**src/rtl/register_file.sv**
```systemverilog
// MIPS register file: 32 x WIDTH storage, two combinational read ports, one write port.
// Ports: clk, reset (async, active-high), regwr/write_addr/write_data (write port),
//   read_addr1/read_addr2 -> read_data1/read_data2 (combinational reads).
//   $0 reads as zero and ignores writes. REGFILE_BYPASS_EN adds same-cycle write forwarding.
module register_file #(
  parameter int WIDTH     = 32,
  parameter int ADDR_BITS = 5
) (
  input  logic                 clk,
  input  logic                 reset,
  input  logic                 regwr,
  input  logic [ADDR_BITS-1:0] write_addr,
  input  logic [WIDTH-1:0]     write_data,
  input  logic [ADDR_BITS-1:0] read_addr1,
  input  logic [ADDR_BITS-1:0] read_addr2,
  output logic [WIDTH-1:0]     read_data1,
  output logic [WIDTH-1:0]     read_data2
);

  localparam int DEPTH = 2 ** ADDR_BITS;

  logic [WIDTH-1:0] regs_q [DEPTH];
  logic [WIDTH-1:0] regs_d [DEPTH];
  logic             wr_en;

  assign wr_en = regwr && (write_addr != '0);

  // Entry 0 never loads, so it stays at its reset value of zero.
  always_comb begin
    for (int i = 0; i < DEPTH; i++) begin
      regs_d[i] = regs_q[i];
    end
    for (int i = 1; i < DEPTH; i++) begin
      if (wr_en && (write_addr == ADDR_BITS'(i))) begin
        regs_d[i] = write_data;
      end
    end
  end

  always_ff @(posedge clk or posedge reset) begin
    if (reset) begin
      for (int i = 0; i < DEPTH; i++) begin
        regs_q[i] <= '0;
      end
    end else begin
      for (int i = 0; i < DEPTH; i++) begin
        regs_q[i] <= regs_d[i];
      end
    end
  end

  logic [WIDTH-1:0] stored1;
  logic [WIDTH-1:0] stored2;

  always_comb begin
    stored1 = '0;
    stored2 = '0;
    if (read_addr1 != '0) stored1 = regs_q[read_addr1];
    if (read_addr2 != '0) stored2 = regs_q[read_addr2];
  end

`ifdef REGFILE_BYPASS_EN
  // Forwarding is suppressed under reset so both ports read zero there.
  logic byp1;
  logic byp2;

  always_comb begin
    byp1 = !reset && wr_en && (read_addr1 == write_addr);
    byp2 = !reset && wr_en && (read_addr2 == write_addr);
    read_data1 = byp1 ? write_data : stored1;
    read_data2 = byp2 ? write_data : stored2;
  end
`else
  always_comb begin
    read_data1 = stored1;
    read_data2 = stored2;
  end
`endif

`ifndef SYNTHESIS
  // Unknown write controls: report; the X-valued compare keeps storage unchanged.
  always_ff @(posedge clk) begin
    if (!reset && ($isunknown(regwr) ||
        ((regwr !== 1'b0) && $isunknown(write_addr)))) begin
      $display("ERROR: register_file regwr/write_addr unknown at %0t", $time);
    end
  end
`endif

endmodule

```
**config.mk**
```make
export PLATFORM = sky130hd
export DESIGN_NAME = register_file
export DESIGN_NICKNAME = d
export VERILOG_FILES = /design/src/rtl/register_file.sv
export SDC_FILE = /design/constraint.sdc
export NUM_CORES = 2
export LEC_CHECK = 0
export ABC_CLOCK_PERIOD_IN_PS = 38000
export BUFFER_PORTS_ARGS = -buffer_cell sky130_fd_sc_hd__buf_4
export CORE_MARGIN = 2
export CORE_UTILIZATION = 64
export CTS_CLUSTER_SIZE = 30
export DETAILED_ROUTE_END_ITERATION = 10
export PLACE_DENSITY = 0.82
export SYNTH_ARGS = -nofsm -noshare
export SYNTH_HDL_FRONTEND = slang
export SYNTH_SLANG_ARGS = --single-unit
```
**constraint.sdc**
```tcl
create_clock -name clk -period 38 [get_ports clk]
set_input_delay 5.7 -clock clk [delete_from_list [all_inputs] [get_ports clk]]
set_output_delay 5.7 -clock clk [all_outputs]
set_load 0.02 [all_outputs]
```
-- Yosys cells after proc, flatten, opt, wreduce, memory -nomap -nowiden
Index checks and enable logic that the tools add are counted.
- logic and storage cells: 109
- output and inout bits: 64
- register bits after elaboration: 992
- bits of input ports: 50
- order comparisons: 2
- eq/ne operators: 31
- mux-type cells: 8
- bitwise gates (word level): 2
- reduce and logical (&&, ||, !) cells: 35
- operators by type and width (kind ; number):
    binary-select mux 32 bit (select 5 bit) ; 2
    two-way mux 32 bit ; 6
    == test 5 bit, second input constant ; 16
    == test 5 x 4 -> 1 bit, second input constant ; 8
    logical AND 1 bit ; 32
    == test 5 x 3 -> 1 bit, second input constant ; 4
    nonzero test 5 bit ; 3
    >= comparator 6 bit, second input constant ; 2
    inverter 5 -> 6 bit ; 2
    == test 5 x 2 -> 1 bit, second input constant ; 2
    == test 5 x 1 -> 1 bit, second input constant ; 1

-- Depth between registers and ports, before layout
- depth in word-level cells: 5
- gate-level depth with buffers: 10
- depth with buffers taken out: 4

-- Worst setup path before layout
OpenSTA, ideal clock, no wires.
- kind: input to output
- start point: input read_addr2[1]
- end point: output read_data2[31]
- data arrival time: 7.432 ns
- cell stages on the path: 7
- setup slack: 24.868 ns
- required time: 32.300 ns
- buffers on the path: 3
- path through: buf_2 > buf_4 > buf_1 > mux4_2 > mux2i_1 > a32o_1 > a211oi_1
- cells in the longest elaborated chain, start to end: 5
- elaborated cells between the ends (all ways): 6
- classes of those cells: 4 x mux; 1 x bitwise; 1 x reduce/logical
- RTL lines (what ; line ; text):
    start: declaration ; 15 ; input logic [ADDR_BITS-1:0] read_addr2,
    inverter 5 -> 6 bit (not written as such) ; 59 ; if (read_addr2 != '0) stored2 = regs_q[read_addr2];
    binary-select mux 32 bit (select 5 bit) ; 59 ;
    two-way mux 32 bit (not written as such) (2 in series) ; 59 ;
    two-way mux 32 bit (*) ; 59 ;
    end: declaration ; 17 ; output logic [WIDTH-1:0] read_data2
Every way passes the cells marked *; elsewhere a longest branch is shown, timed or not. The select of a mux whose other input is x is not followed.

-- Worst setup path in the final report
- start point: input read_addr1[0]
- end point: output read_data1[24]
- cells in the longest elaborated chain, start to end: 5
- elaborated cells between the ends (all ways): 6
- classes of those cells: 4 x mux; 1 x bitwise; 1 x reduce/logical
- RTL lines (what ; line ; text):
    start: declaration ; 14 ; input logic [ADDR_BITS-1:0] read_addr1,
    inverter 5 -> 6 bit (not written as such) ; 58 ; if (read_addr1 != '0) stored1 = regs_q[read_addr1];
    binary-select mux 32 bit (select 5 bit) ; 58 ;
    two-way mux 32 bit (not written as such) (2 in series) ; 58 ;
    two-way mux 32 bit (*) ; 58 ;
    end: declaration ; 16 ; output logic [WIDTH-1:0] read_data1,
Marks and branches as above.

==> results.json <==
{
  "outcome": "finished clean",
  "ys_seq_elements": 992,
  "max_slew_margin_pct": 10.8,
  "rsz0062_at_grt": "no",
  "route.met2.wl_um": 73900,
  "met1_length_um": 57500,
  "path_clk_slew_ns": 0.06,
  "hold_violations": 0,
  "synth-async-reset-ratio_pct": 100,
  "avgSynthCellArea_um2": 15.0,
  "top_layer": "met5",
  "powerDensity_nw_per_um2": 54.7,
  "setup_tns_ns": 0,
  "drt_iter0_drc": 4054,
  "setup_violations": 0,
  "die_w_um": 293,
  "grt_usage_pct": 37.1,
  "clockBufferDepth": 3,
  "numCtsBuffers": 104,
  "start_util_pct": 64.8,
  "largest_reg_flops": 992,
  "crit_type": "in2out",
  "reg.largest.list": "regs_q (992)",
  "fin_skew_ns": 0,
  "htree_num_levels": 3,
  "nets": 3507,
  "drt-pass1-iter-count": 6,
  "critPathArrivalTime_ns": 9.48,
  "synth_ff_type": "dfrtp_1",
  "antenna_found_initial": 8,
  "core_area_um2": 82200,
  "cts_setup_buffers": 0,
  "drv_cap": 0,
  "cp-end-kind": "output port",
  "clk_latency_ns": 0.66,
  "ys_seq_area_share_pct": 46.6,
  "worstSetupStartpointType": "primary input",
  "wl_per_cell_um": 33.8,
  "dp_hpwl_um": 87900,
  "finish.utilization_pct": 70.8,
  "top_register": "regs_q",
  "cp_max_fo": 72,
  "hp-class": "reg2reg",
  "period_needed_ns": 15.18,
  "grt_max_degree": 134,
  "cts_sinks": 992,
  "grt_pass1_wl_um": 236000,
  "portBuffers": 113,
  "routed_wl_um": 156000,
  "root_buffer": "clkbuf_16",
  "rows": 105,
  "grt_pass1_vias": 36900,
  "synth_nets": 3605,
  "num_vias": 34800,
  "ios": 114,
  "grt_overflow": 0,
  "vdd_drop_max_mv": 0.0411,
  "place_inst": 4421,
  "synth_cell_types": 44,
  "tightest_slew_ns": 1.33,
  "ant_nets": 0,
  "ys_warn_count": 0,
  "routed-wl-met3_um": 15900,
  "crit_required_ns": 32.30,
  "finalCritPeriodShare_pct": 40.0,
  "postSynthCellCount": 3555,
  "finalNonFillerCells": 4620,
  "hold_buffers": 0,
  "syn_area_um2": 53300,
  "viasPerCell": 7.52,
  "placed_cell_area_um2": 54600,
  "die_h_um": 293,
  "drive_above_1_share_pct": 52.8,
  "final_area_um2": 58200,
  "max_freq_mhz": 65.9,
  "holdWs_ns": 0.508,
  "layout_common_cells": "1042 x mux2_2, 992 x dfrtp_1, 436 x mux4_2, 193 x mux2i_1, 179 x buf_4",
  "route.detailed.drc": 0,
  "drv_slew": 0,
  "dieArea_um2": 85600,
  "synthToLayoutAreaGrowth_pct": 9.17,
  "synth_edf_count": 0,
  "place.gp.congestion": 0.836,
  "layout_commonest_cell": "mux2_2",
  "leakagePower_nw": 25.4,
  "cts_tree": "built",
  "cts_resized": 0
}
cell usage after synthesis (all sizes together), types with 2 or more instances:
cell     count  area share [%]
nand2       44            0.31
clkbuf     194             1.4
or3          2           0.023
nor3        36            0.34
inv          2           0.014
a22o         3           0.049
o21ai       24            0.23
or4          2           0.028
nor2        76            0.54
a211oi       4           0.056
buf        197             1.9
nor4         2           0.047
a21oi        5           0.047
a2bb2oi      3           0.049
nand4b       3           0.049
nand3       12            0.11
mux2i      193             3.6
nand2b       6           0.070
a211o       23            0.38
nand4        8           0.094
mux4       436              18
clkinv       2           0.014
a221oi      33            0.54
o22ai       23            0.27
dfrtp      992              47
a22oi       66            0.93
o211ai       5           0.070
nor2b       45            0.53
nand3b       2           0.028
o31a        33            0.54
a221o        4           0.075
mux2      1068              23
cells by family after synthesis:
| group | after synthesis | synth area share, % |
|---|---|---|
| mux | 1697 | 44.6 |
| flops | 992 | 46.6 |
| simple gates | 242 | 2.23 |
| compound gates | 229 | 3.29 |
| buf+inv | 395 | 3.31 |
per-layer routing:
metal  vias to the layer above  global-route usage, %
li1                      13500                      -
met1                     18500                   49.2
met2                      2134                   57.6
met3                       540                   9.19
met4                        10                   19.2
met5                         -                      0
cell type report:
| class | count | area, um^2 |
|---|---|---|
| fill | 5087 | 24000 |
| clock inverter | 34 | 498 |
| tap | 1070 | 1340 |
| antenna | 5 | 12.5 |
| sequential | 992 | 24800 |
| timing repair buffer | 187 | 1470 |
| multi-input combinational | 2168 | 26900 |
| inverter | 4 | 22.5 |
| clock buffer | 160 | 3120 |
stage by stage:
step	worst slack, ns	power (mW)
after floorplan	4.39	1.91
after global placement	22.80	2.04
after detailed placement	22.79	2.10
after CTS	22.76	3.17
after global routing	22.54	3.29
final	22.82	3.18
final timing paths:
kind	depth (start not counted)	from	to	slack [ns]
setup reg to reg	1	regs_q[255]	regs_q[255]	37.15
setup / recovery	8	read_addr1[0]	read_data1[24]	22.82
hold / removal	1	regs_q[817]	regs_q[817]	0.51
min in group asynchronous	2	reset	regs_q[433]	5.16
max in group asynchronous	5	reset	regs_q[353]	29.40
hold reg to reg	1	regs_q[817]	regs_q[817]	0.51
power by group:
part	total (mW)	switching (mW)	internal (mW)	leakage (nW)
logic	0.674	0.276	0.398	11.0
clock network	1.08	0.435	0.645	1.76
registers	1.43	0.164	1.26	12.7
critical path, stage by stage:
cell	delay, ns
buf_8	0.61
buf_4	0.77
buf_4	0.84
mux4_2	0.60
mux2i_1	0.18
nor2_1	0.09
a211o_1	0.36
buf_4	0.18
(Power assumes the default switching activity.)
